File: src/rtl/regwrite_arbiter.sv
// Register-file write-port arbiter: primary writeback vs. buffered late results.
// Optional direct M-to-port path when REGWR_BYPASS_EN is defined.
module regwrite_arbiter #(
  parameter int DATA_W     = 16,
  parameter int ADDR_W     = 5,
  parameter int DEPTH      = 2,
  parameter int STARVE_LIM = 4
) (
  input  logic                        clk,
  input  logic                        reset,
  input  logic                        p_valid,
  input  logic                        p_regdst,
  input  logic [ADDR_W-1:0]           p_rt,
  input  logic [ADDR_W-1:0]           p_rd,
  input  logic [DATA_W-1:0]           p_data,
  output logic                        p_ready,
  input  logic                        m_valid,
  input  logic [ADDR_W-1:0]           m_addr,
  input  logic [DATA_W-1:0]           m_data,
  output logic                        m_ready,
  output logic                        wr_en,
  output logic [ADDR_W-1:0]           wr_addr,
  output logic [DATA_W-1:0]           wr_data,
  output logic                        addr_sel,
  output logic [$clog2(DEPTH):0]      pending
);

  localparam int PTR_W  = $clog2(DEPTH);
  localparam int CNT_W  = PTR_W + 1;
  localparam int WAIT_W = $clog2(STARVE_LIM + 1);

  logic [ADDR_W-1:0] q_addr [DEPTH];
  logic [DATA_W-1:0] q_data [DEPTH];
  logic [DEPTH-1:0]  q_vld;
  logic [PTR_W-1:0]  rd_ptr;
  logic [PTR_W-1:0]  wr_ptr;
  logic [CNT_W-1:0]  count;
  logic [WAIT_W-1:0] wait_cnt;

  logic [ADDR_W-1:0] p_addr;
  logic              conflict;
  logic              force_q;
  logic              empty;
  logic              grant_p;
  logic              grant_q;
  logic              grant_b;
  logic              push;
  logic              pop;

  logic              g_any;
  logic              g_sel;
  logic [ADDR_W-1:0] g_addr;
  logic [DATA_W-1:0] g_data;

  assign p_addr  = p_regdst ? p_rd : p_rt;
  assign empty   = (count == '0);
  assign force_q = (wait_cnt == WAIT_W'(STARVE_LIM)) && !empty;

  // WAW guard: P may not overtake an older buffered write to the same reg.
  always_comb begin
    conflict = 1'b0;
    for (int i = 0; i < DEPTH; i++) begin
      if (q_vld[i] && (q_addr[i] == p_addr))
        conflict = 1'b1;
    end
    conflict = conflict && p_valid && (p_addr != '0);
  end

  assign p_ready = !conflict && !force_q;
  assign m_ready = (count != CNT_W'(DEPTH));

  assign grant_p = p_valid && p_ready;
  assign grant_q = !grant_p && !empty;
`ifdef REGWR_BYPASS_EN
  assign grant_b = !grant_p && empty && m_valid;
`else
  assign grant_b = 1'b0;
`endif
  assign push = m_valid && m_ready && !grant_b;
  assign pop  = grant_q;

  always_comb begin
    g_any  = 1'b0;
    g_sel  = 1'b0;
    g_addr = '0;
    g_data = '0;
    unique case (1'b1)
      grant_p: begin
        g_any  = 1'b1;
        g_sel  = p_regdst;
        g_addr = p_addr;
        g_data = p_data;
      end
      grant_q: begin
        g_any  = 1'b1;
        g_addr = q_addr[rd_ptr];
        g_data = q_data[rd_ptr];
      end
      grant_b: begin
        g_any  = 1'b1;
        g_addr = m_addr;
        g_data = m_data;
      end
      default: ;
    endcase
  end

  always_ff @(posedge clk) begin
    if (push) begin
      q_addr[wr_ptr] <= m_addr;
      q_data[wr_ptr] <= m_data;
    end
  end

  always_ff @(posedge clk or posedge reset) begin
    if (reset) begin
      q_vld  <= '0;
      rd_ptr <= '0;
      wr_ptr <= '0;
      count  <= '0;
    end else begin
      if (pop) begin
        q_vld[rd_ptr] <= 1'b0;
        rd_ptr        <= rd_ptr + PTR_W'(1);
      end
      if (push) begin
        q_vld[wr_ptr] <= 1'b1;
        wr_ptr        <= wr_ptr + PTR_W'(1);
      end
      unique case ({push, pop})
        2'b10:   count <= count + CNT_W'(1);
        2'b01:   count <= count - CNT_W'(1);
        default: count <= count;
      endcase
    end
  end

  always_ff @(posedge clk or posedge reset) begin
    if (reset)
      wait_cnt <= '0;
    else if (empty || pop)
      wait_cnt <= '0;
    else if (wait_cnt != WAIT_W'(STARVE_LIM))
      wait_cnt <= wait_cnt + WAIT_W'(1);
  end

  // $0 grants still consume the slot but never assert the enable.
  always_ff @(posedge clk or posedge reset) begin
    if (reset) begin
      wr_en    <= 1'b0;
      wr_addr  <= '0;
      wr_data  <= '0;
      addr_sel <= 1'b0;
    end else if (g_any) begin
      wr_en    <= (g_addr != '0);
      wr_addr  <= g_addr;
      wr_data  <= g_data;
      addr_sel <= g_sel;
    end else begin
      wr_en    <= 1'b0;
      addr_sel <= 1'b0;
    end
  end

  assign pending = count;

endmodule

File: config.mk
export PLATFORM = sky130hd
export DESIGN_NAME = regwrite_arbiter
export DESIGN_NICKNAME = d
export VERILOG_FILES = /design/src/rtl/regwrite_arbiter.sv
export SDC_FILE = /design/constraint.sdc
export NUM_CORES = 1
export LEC_CHECK = 0
export ABC_CLOCK_PERIOD_IN_PS = 3200
export BUFFER_PORTS_ARGS = -buffer_cell sky130_fd_sc_hd__buf_2
export CAP_MARGIN = 25
export CORE_AREA = 4 4 82 84
export DETAILED_ROUTE_END_ITERATION = 10
export DIE_AREA = 0 0 86 88
export PLACE_DENSITY = 0.81
export SLEW_MARGIN = 20
export SYNTH_ARGS = -nofsm -noshare
export SYNTH_HDL_FRONTEND = slang
export SYNTH_SLANG_ARGS = --single-unit
File: constraint.sdc
create_clock -name clk -period 3.2 [get_ports clk]
set_clock_uncertainty 0.2 [all_clocks]
set_input_delay 0.64 -clock clk [delete_from_list [all_inputs] [get_ports clk]]
set_output_delay 0.64 -clock clk [all_outputs]
set_load 0.05 [all_outputs]
==> results of run 1 <==
[metal layers]
layer	wire length, um	part of all wire	vias up	global-route usage
met3	403	0.059	12	0.0536
met2	3390	0.50	64	0.320
met1	2930	0.43	1060	0.241
met4	92	0.013	2	0.0763
li1	-	-	1041	-
met5	7	0.0010	-	0
[placed cells by master (no fill, tap or decap), drive strengths merged, types with 3 or more instances in the layout]
master,n
ha,3
buf,88
mux2i,31
o21ai,16
mux2,17
xnor2,12
nor3,5
edfxtp,42
a21oi,7
nor2,13
nand2,18
xor2,3
nor4,3
nor3b,3
clkbuf,9
dfrtp,32
inv,4
clkinv,4
[registers in the layout, indices dropped and copies added (netlist names)]
name / count
pending: 2
wait_cnt: 3
addr_sel: 1
q_data: 32
wr_addr: 5
rd_ptr: 1
wr_en: 1
q_addr: 10
q_vld: 2
wr_ptr: 1
wr_data: 16
[power by group through the flow]
stage	registers, mW	logic, mW	clock network (mW)
3_5_place_dp	1.51	1.68	0
2_1_floorplan	1.96	0.795	0
5_1_grt	1.53	1.80	0.849
4_1_cts	1.49	1.68	0.798
3_3_place_gp	1.49	1.63	0
6_report	1.49	1.67	0.782
[area by class of cell]
cell class                      count  area (um^2)
Fill cell                         439         1870
Multi-Input combinational cell    147         1200
Timing Repair Buffer               88          465
Sequential cell                    74         2060
Clock buffer                        9          124
Clock inverter                      7         93.8
Inverter                            4         15.0
Tap cell                           75         93.8
[per-stage QoR]
step | utilization | cells | setup TNS (ns) | hold slack [ns] | area (um^2)
6_report | 0.684 | 404 | 0 | 0.171 | 4050
5_1_grt | 0.684 | 404 | -0.0103 | 0.189 | 4050
4_1_cts | 0.678 | 403 | 0 | 0.180 | 4020
3_5_place_dp | 0.642 | 387 | 0 | 0.265 | 3800
3_3_place_gp | 0.642 | 387 | 0 | 0.265 | 3800
2_1_floorplan | - | 237 | 0 | 0.241 | 3300
[cell families after synthesis]
kind of cell	count (synthesis)
muxes	48
DFF	74
buffers and inverters	16
xor gates and xnor gates	15
AOI/OAI and AO/OA	29
adders and majority gates	3
and+or+nand+nor	52
[how the worst max path moves through the flow]
| stage | cells after the start | startpoint | to |
|---|---|---|---|
| 2_1_floorplan | 3 | pending[0]$_DFFE_PP0P_ | q_addr[0][0]$_DFFE_PP_ |
| 3_3_place_gp | 7 | p_regdst | p_ready |
| 3_5_place_dp | 7 | p_regdst | p_ready |
| 5_1_grt | 7 | p_regdst | p_ready |
| 6_report | 7 | p_regdst | p_ready |
| 4_1_cts | 7 | p_regdst | p_ready |
[repair_timing]
| action | 4_1_cts | 5_1_grt |
|---|---|---|
| gates resized for setup | 0 | 3 |
| endpoints found under the setup margin | 0 | 1 |
| hold buffers | 0 | 0 |
| setup buffers | 0 | 1 |
[critical path: cells and delay by family]
kind                   cells  cell delay (ns)
AO/OA/AOI/OAI              1             0.19
XOR/XNOR                   1             0.11
buffers and inverters      2             0.49
multiplexers               1             0.34
AND/OR/NAND/NOR            2             0.50
==> impl_metrics.csv, run 1 <==
group,metric,value,unit
outcome,outcome,"finished clean",
route,wirelength,6.82,mm
floorplan,ios,79,
placement,pre_cts_ws,0.0981,ns
synth,synth.net_count,292,
route,drt_iter0_markers,108,
synth,synth_edf_count,42,
synth,ys_warn_count,0,
clock_network,insertion_delay,0.34,ns
pwr,power,3.94,mW
setup_path,criticalPathCategory,"primary input to output port",
synth,synthDistinctLibCells,35,
sta,setup_viol,0,
sta,fin_crit,3.10,ns
setup_path,critPathMaxStageDelay,0.34,ns
setup_path,worstPathArrival,2.26,ns
route,drtAntennaViolNets,0,
setup_path,cp_common_cell,"buf_2",
route,drcViolationCount,0,
pwr,p_int,2.32,mW
finish,antenna_cells,0,
pwr,comb_power_share,0.424,
clock_network,cts_num_sinks,74,
pwr,vdd_drop_max,0.614,mV
synth,async_flop_share,0.432,
flow_run,max_cap_violations,0,
global_routing,antenna_found_initial,1,
global_routing,overflow,0,
setup_path,crit_slowest_cell,"mux2i_4",
sta,relSlewSlack,0.641,
finish,nets,379,
synth,synth_mux_area_frac,0.167,
synth,synth_fa_ha_area_frac,0.0114,
setup_path,worstPathCellList,"buf_2 > mux2i_4 > xnor2_1 > nor4_2 > nand4_1 > o211a_1 > buf_2",
setup_path,r2r_slack,0.80,ns
synth,syn_avg_cell_area,13.9,um^2
finish,drive_gt1_frac,0.368,
sta,final_max_slew_viol_count,0,
floorplan,coreArea,5920,um^2
floorplan,die_y,88,um
synth,netlist.area_leader.share,0.383,
synth,seq_area_frac_synth,0.625,
synth,syn_area,3300,um^2
synth,ys.flop_type,"edfxtp_1",
placement,numPortBuffers,78,
synth,synthSimpleGateAreaFrac,0.0778,
clock_network,cts_tree,"yes",
clock_network,cts_made_buffers,9,
pwr,sw_frac_of_total,0.413,
global_routing,track_usage,0.193,
floorplan,num_rows,28,
synth,synth_common_cells,"edfxtp_1, dfrtp_1, mux2i_1",
synth,synth_area_leaders,"edfxtp_1, dfrtp_1, mux2i_1",
synth,synth_area_leader_cell,"edfxtp_1",
clock_network,clk_pin_slew_worst_paths,0.08,ns
setup_path,r2r-end,"wr_data[6]$_DFFE_PP0P_",
global_routing,grt_pass1_vias,2264,
clock_network,cts.path.max_buffers,2,
synth,synthCells,237,
floorplan,die_area,7570,um^2
setup_path,reg2regPathDepth,7,
setup_path,reg2reg_from,"q_addr[1][1]$_DFFE_PP_",
sta,hold_viol,0,
setup_path,path_max_fanout,10,
route,first_pass_iters,4,
pwr,seqPwrFrac,0.378,
pwr,p_leak,1.72,nW
sta,tightest_slew,0.538,ns
route,num_vias,2179,
setup_path,cp-start-kind,"primary input",
clock_network,cts_max_level,3,
sta,min_period_over_period,0.969,
floorplan,dieWidth,86,um
pwr,cellPowerDensity,974,nW/um^2
placement,hpwl,4.74,mm
global_routing,grt_first_pass_wirelength,11.0,mm
floorplan,start_util,0.557,
setup_path,end_kind,"output port",
pwr,p_clk_frac,0.198,
route,wl_per_cell,16.9,um
placement,gp_congestion,0.938,
synth,synth-seq-cells,74,
sta,worst_slack,0.0988,ns
synth,synth_compound_area_frac,0.0524,
clock_network,clockRootBuffer,"clkbuf_8",
worst_hold_path,hold_class,"primary input to async pin",
route,via_per_inst,5.39,
global_routing,grt_max_degree,40,
finish,syn_to_final_growth,22.8,%
sta,max_freq,322,MHz
synth,synth_top_family_by_area,"multiplexers",
synth,synth_xor_area_frac,0.0398,
synth,yosysMostFrequentCell,"edfxtp_1",
pwr,p_switching,1.63,mW
setup_path,worstPathRequired,2.36,ns
Power figures use the tool's default switching activity.
==> run 2, diff against run 1 <==
--- a/config.mk
+++ b/config.mk
@@ -11,8 +11,10 @@
 export CORE_AREA = 4 4 82 84
 export DETAILED_ROUTE_END_ITERATION = 10
 export DIE_AREA = 0 0 86 88
+export GPL_TIMING_DRIVEN = 0
 export PLACE_DENSITY = 0.81
 export SLEW_MARGIN = 20
 export SYNTH_ARGS = -nofsm -noshare
 export SYNTH_HDL_FRONTEND = slang
 export SYNTH_SLANG_ARGS = --single-unit
+export TNS_END_PERCENT = 30
==> run 2 against run 1 <==
Effect of this change: highest routed layer is now met4; total power down 3.5%; maximum frequency up 3.4%; non-clock buffer count up 2; clock power down 20%; die area unchanged; critical path depth unchanged; hold slack better by 0.043 ns; combinational power about the same; register-to-register slack worse by 0.13 ns; count of clock-buffer cells in the layout unchanged; core utilization down 1.4 points.
==> impl_metrics.csv, run 2 (same netlist as run 1, synthesis figures left out) <==
group,metric,value,unit
outcome,outcome,"finished clean",
clock_network,clockRootBuffer,"clkbuf_8",
global_routing,overflow,0,
setup_path,worstPathArrival,2.16,ns
floorplan,start_util,0.557,
global_routing,grt_pass1_vias,2233,
floorplan,die_y,88,um
clock_network,cts_made_buffers,9,
finish,nets,381,
sta,relSlewSlack,0.462,
route,drcViolationCount,0,
finish,syn_to_final_growth,20.4,%
clock_network,cts-hold-fix-buffers,0,
finish,antenna_cells,0,
sta,hold_viol,0,
pwr,p_int,2.16,mW
floorplan,die_area,7570,um^2
pwr,comb_power_share,0.447,
pwr,p_leak,1.68,nW
clock_network,cts_max_level,3,
clock_network,cts_num_sinks,74,
clock_network,ctsResizeCount,0,
pwr,p_switching,1.65,mW
setup_path,path_max_fanout,10,
route,drt-met1-wl,2.97,mm
sta,min_period_over_period,0.938,
floorplan,num_rows,28,
pwr,cellPowerDensity,959,nW/um^2
global_routing,track_usage,0.193,
route,drtAntennaViolNets,0,
floorplan,dieWidth,86,um
sta,fin_crit,3.00,ns
route,wl_met2,3.46,mm
setup_path,cp-start-kind,"primary input",
setup_path,r2r_slack,0.67,ns
setup_path,end_kind,"output port",
route,num_vias,2143,
clock_network,cts_setup_buffers,0,
pwr,sw_frac_of_total,0.432,
finish,layout_commonest_cell,"buf_2",
finish,biggestRegsByFlops,"q_data (32), wr_data (16), q_addr (10)",
sta,setup_viol,0,
sta,max_freq,333,MHz
clock_network,cts_tree,"yes",
finish,largest_reg_flops,32,
route,wirelength,6.88,mm
floorplan,coreArea,5920,um^2
setup_path,worstPathRequired,2.36,ns
worst_hold_path,hold_class,"primary input to async pin",
clock_network,insertion_delay,0.33,ns
global_routing,grt_first_pass_wirelength,10.8,mm
route,wl_per_cell,16.9,um
route,first_pass_iters,4,
global_routing,grt_max_degree,33,
route,drt_iter0_markers,115,
route,wl_met3,362,um
finish,layout_common_cells,"buf_2, edfxtp_1, dfrtp_1",
placement,gp_congestion,0.883,
placement,pre_cts_ws,0.0677,ns
sta,rsz0062_at_grt,"no",
pwr,power,3.80,mW
flow_run,max_cap_violations,0,
finish,max_flop_register,"q_data",
floorplan,ios,79,
pwr,seqPwrFrac,0.390,
placement,hpwl,4.93,mm
global_routing,antenna_found_initial,0,
finish,drive_gt1_frac,0.347,
finish,final_core_util,0.670,
setup_path,criticalPathCategory,"primary input to output port",
placement,numPortBuffers,77,
clock_network,cts.path.max_buffers,2,
pwr,p_clk_frac,0.164,
sta,final_max_slew_viol_count,0,
sta,tns,0,ns
route,via_per_inst,5.28,
pwr,vdd_drop_max,0.605,mV
clock_network,clk_pin_slew_worst_paths,0.08,ns
sta,tightest_slew,0.807,ns
route,top_layer_used,"met4",
sta,worst_slack,0.199,ns
-- run 2: cell count changes in the layout (fill, tap and decap cells not counted), moves of 2 or more --
cell	delta
buf_1	+2
buf_4	-9
buf_6	+3
bufinv_16	-2
clkbuf_1	+6
mux2i_2	+3
mux2i_4	-3
-- run 2: area by class of cell --
type,instances,area [um^2]
flip-flops and latches,74,2060
fillers,442,1950
multi-input cells,147,1160
repair buffers,78,400
clock buffers,9,124
well taps,75,93.8
plain buffers,12,71.3
clock inverters,7,46.3
inverters,4,15.0
-- run 2: worst max-delay path, cell delays in order --
cell and delay [ns]:
buf_6 0.13, mux2i_2 0.34, xnor2_1 0.11, nor4_1 0.35, nand4_1 0.22, o211a_1 0.16, buf_2 0.21
-- run 2: routing by layer --
metal  GRT usage  up-vias
met4      0.0906        0
met1       0.238     1045
met5           0        -
li1            -     1046
met2       0.327       46
met3      0.0376        6
-- run 2: power by group through the flow --
stage	combinational (mW)	sequential (mW)	clock, mW
final	1.70	1.48	0.622
after global routing	1.82	1.51	0.680
after CTS	1.71	1.48	0.634
after detailed placement	1.70	1.50	0
after global placement	1.64	1.49	0
after floorplan	0.795	1.96	0
-- run 2: final timing paths --
check,end,startpoint,depth (start not counted)
hold reg to reg,wait_cnt[0]$_DFFE_PP0P_,wait_cnt[0]$_DFFE_PP0P_,1
hold / removal,wr_data[5]$_DFFE_PP0P_,reset,2
setup / recovery,p_ready,p_regdst,7
setup reg to reg,pending[1]$_DFFE_PP0P_,q_addr[1][4]$_DFFE_PP_,10
max in group asynchronous,wr_addr[2]$_DFFE_PP0P_,reset,2
min in group clk,wait_cnt[0]$_DFFE_PP0P_,wait_cnt[0]$_DFFE_PP0P_,1
-- run 2: through the flow --
step | cells | instance area [um^2] | hold slack [ns]
floorplan | 237 | 3300 | 0.241
global placement | 389 | 3780 | 0.259
detailed placement | 390 | 3800 | 0.264
CTS | 406 | 3970 | 0.225
global route | 406 | 3970 | 0.262
finish | 406 | 3970 | 0.213
==> run 3, diff against run 2 <==
--- a/config.mk
+++ b/config.mk
@@ -6,13 +6,13 @@
 export NUM_CORES = 1
 export LEC_CHECK = 0
 export ABC_CLOCK_PERIOD_IN_PS = 3200
-export BUFFER_PORTS_ARGS = -buffer_cell sky130_fd_sc_hd__buf_2
 export CAP_MARGIN = 25
-export CORE_AREA = 4 4 82 84
+export CORE_AREA = 4 4 80 82
 export DETAILED_ROUTE_END_ITERATION = 10
-export DIE_AREA = 0 0 86 88
+export DIE_AREA = 0 0 84 86
+export DONT_BUFFER_PORTS = 1
 export GPL_TIMING_DRIVEN = 0
-export PLACE_DENSITY = 0.81
+export PLACE_DENSITY = 0.73
 export SLEW_MARGIN = 20
 export SYNTH_ARGS = -nofsm -noshare
 export SYNTH_HDL_FRONTEND = slang
==> run 3 against run 2 <==
Effect of this change: count of clock-buffer cells in the layout rose by 2; maximum frequency fell by 0.58%; clock power rose by 34%; setup slack got worse by 0.018 ns; critical path type is now register to output port; highest routed layer unchanged; largest power group is now registers; core utilization fell by 3.4 points; critical path depth fell by 4.
==> impl_metrics.csv, run 3 (same netlist as run 1, synthesis figures left out) <==
group,metric,value,unit
outcome,outcome,"finished clean",
setup_path,reg2reg_from,"pending[0]$_DFFE_PP0P_",
global_routing,grt_pass1_vias,1963,
sta,rsz0062_at_grt,"no",
sta,setup_viol,0,
sta,hold_viol,0,
finish,largest_reg_flops,32,
clock_network,clk_pin_slew_worst_paths,0.08,ns
clock_network,cts.path.max_buffers,2,
global_routing,grt_first_pass_wirelength,9.86,mm
setup_path,end_kind,"output port",
route,drt_iter0_markers,72,
sta,worst_slack,0.182,ns
global_routing,met2_usage,0.289,
setup_path,reg2regPathDepth,3,
sta,hold_ws,0.0738,ns
finish,syn_to_final_growth,10.9,%
route,first_pass_iters,4,
global_routing,top_usage_layer,"met2",
sta,max_freq,331,MHz
placement,pre_cts_ws,-0.00236,ns
sta,tns,0,ns
global_routing,use_met1,0.213,
route,drcViolationCount,0,
finish,antenna_cells,0,
route,wl_per_cell,19.1,um
finish,nets,304,
setup_path,cp-start-kind,"register",
placement,placed_cell_area,3410,um^2
flow_run,max_cap_violations,0,
placement,dp_cells,313,
pwr,power,3.83,mW
global_routing,grt_max_degree,33,
finish,max_flop_register,"q_data",
sta,relSlewSlack,0.486,
global_routing,track_usage,0.182,
sta,fin_crit,3.02,ns
sta,tightest_slew,0.771,ns
global_routing,use_met3,0.0692,
clock_network,clockRootBuffer,"clkbuf_8",
sta,min_period_over_period,0.943,
finish,num-fill-cells,473,
global_routing,antenna_found_initial,0,
placement,hpwl,4.44,mm
clock_network,insertion_delay,0.35,ns
floorplan,num_rows,28,
finish,instances_no_fill,329,
finish,final_core_util,0.637,
floorplan,die_y,86,um
clock_network,cts_num_sinks,74,
finish,drive_gt1_frac,0.161,
setup_path,worstPathRequired,2.36,ns
pwr,vdd_drop_max,0.462,mV
setup_path,path_max_fanout,10,
sta,final_max_slew_viol_count,0,
pwr,p_leak,1.41,nW
finish,layout_common_cells,"edfxtp_1, dfrtp_1, mux2i_1",
route,num_vias,1825,
route,drtAntennaViolNets,0,
floorplan,die_area,7220,um^2
finish,fin_area,3660,um^2
pwr,cellPowerDensity,1050,nW/um^2
setup_path,criticalPathCategory,"register to output port",
clock_network,cts_setup_buffers,0,
worst_hold_path,hold_class,"primary input to async pin",
floorplan,dieWidth,84,um
placement,gp_congestion,0.762,
clock_network,cts_made_buffers,9,
global_routing,overflow,0,
route,wirelength,6.28,mm
setup_path,r2r-end,"q_addr[0][3]$_DFFE_PP_",
route,via_per_inst,5.55,
setup_path,worstPathArrival,2.18,ns
floorplan,coreArea,5750,um^2
clock_network,cts_tree,"yes",
placement,numPortBuffers,0,
floorplan,start_util,0.574,
clock_network,cts_max_level,3,
floorplan,ios,79,
finish,layout_commonest_cell,"edfxtp_1",
finish,biggestRegsByFlops,"q_data (32), wr_data (16), q_addr (10)",
setup_path,r2r_slack,0.48,ns
## run 3: worst max-delay path by stage
| stage | startpoint | to | slack [ns] | cells after the start |
|---|---|---|---|---|
| 5_1_grt | pending[0]$_DFFE_PP0P_ | p_ready | 0.06 | 3 |
| 2_1_floorplan | pending[0]$_DFFE_PP0P_ | q_addr[0][0]$_DFFE_PP_ | 0.20 | 3 |
| 3_5_place_dp | p_regdst | pending[1]$_DFFE_PP0P_ | -0.002 | 12 |
| 3_3_place_gp | pending[0]$_DFFE_PP0P_ | q_data[0][12]$_DFFE_PP_ | -0.41 | 3 |
| 6_report | pending[0]$_DFFE_PP0P_ | p_ready | 0.18 | 3 |
| 4_1_cts | pending[0]$_DFFE_PP0P_ | p_ready | 0.06 | 3 |
## run 3: worst max-delay path, cell delays in order (launching register included)
cell	delay (ns)
dfrtp_1	0.63
nor2_4	0.33
clkbuf_1	0.42
o211a_2	0.45
## run 3: cell type report
cell class / count / area (um^2) / area share
flip-flops and latches: 74 / 2060 / 0.564
clock buffers: 11 / 151 / 0.0414
plain buffers: 12 / 71.3 / 0.0195
well taps: 75 / 93.8 / 0.0257
inverters: 4 / 15.0 / 0.00411
clock inverters: 5 / 85.1 / 0.0233
repair buffers: 1 / 15.0 / 0.00411
multi-input cells: 147 / 1160 / 0.318
## run 3: layer usage
metal / wire [um] / vias to the layer above
li1: - / 887
met1: 2510 / 874
met2: 3090 / 52
met3: 519 / 12
met4: 155 / 0
met5: 0 / -
## run 3: repair_timing
item	4_1_cts	5_1_grt
pin swaps	0	0
gates resized for setup	2	1
hold buffers	0	0
setup endpoints to repair	1	1
## run 3: where the power goes
group	switching (mW)	total, mW	internal, mW	leakage, nW
Sequential	0.680	2.00	1.32	0.770
Clock	0.350	0.836	0.485	0.116
Combinational	0.556	0.990	0.434	0.528
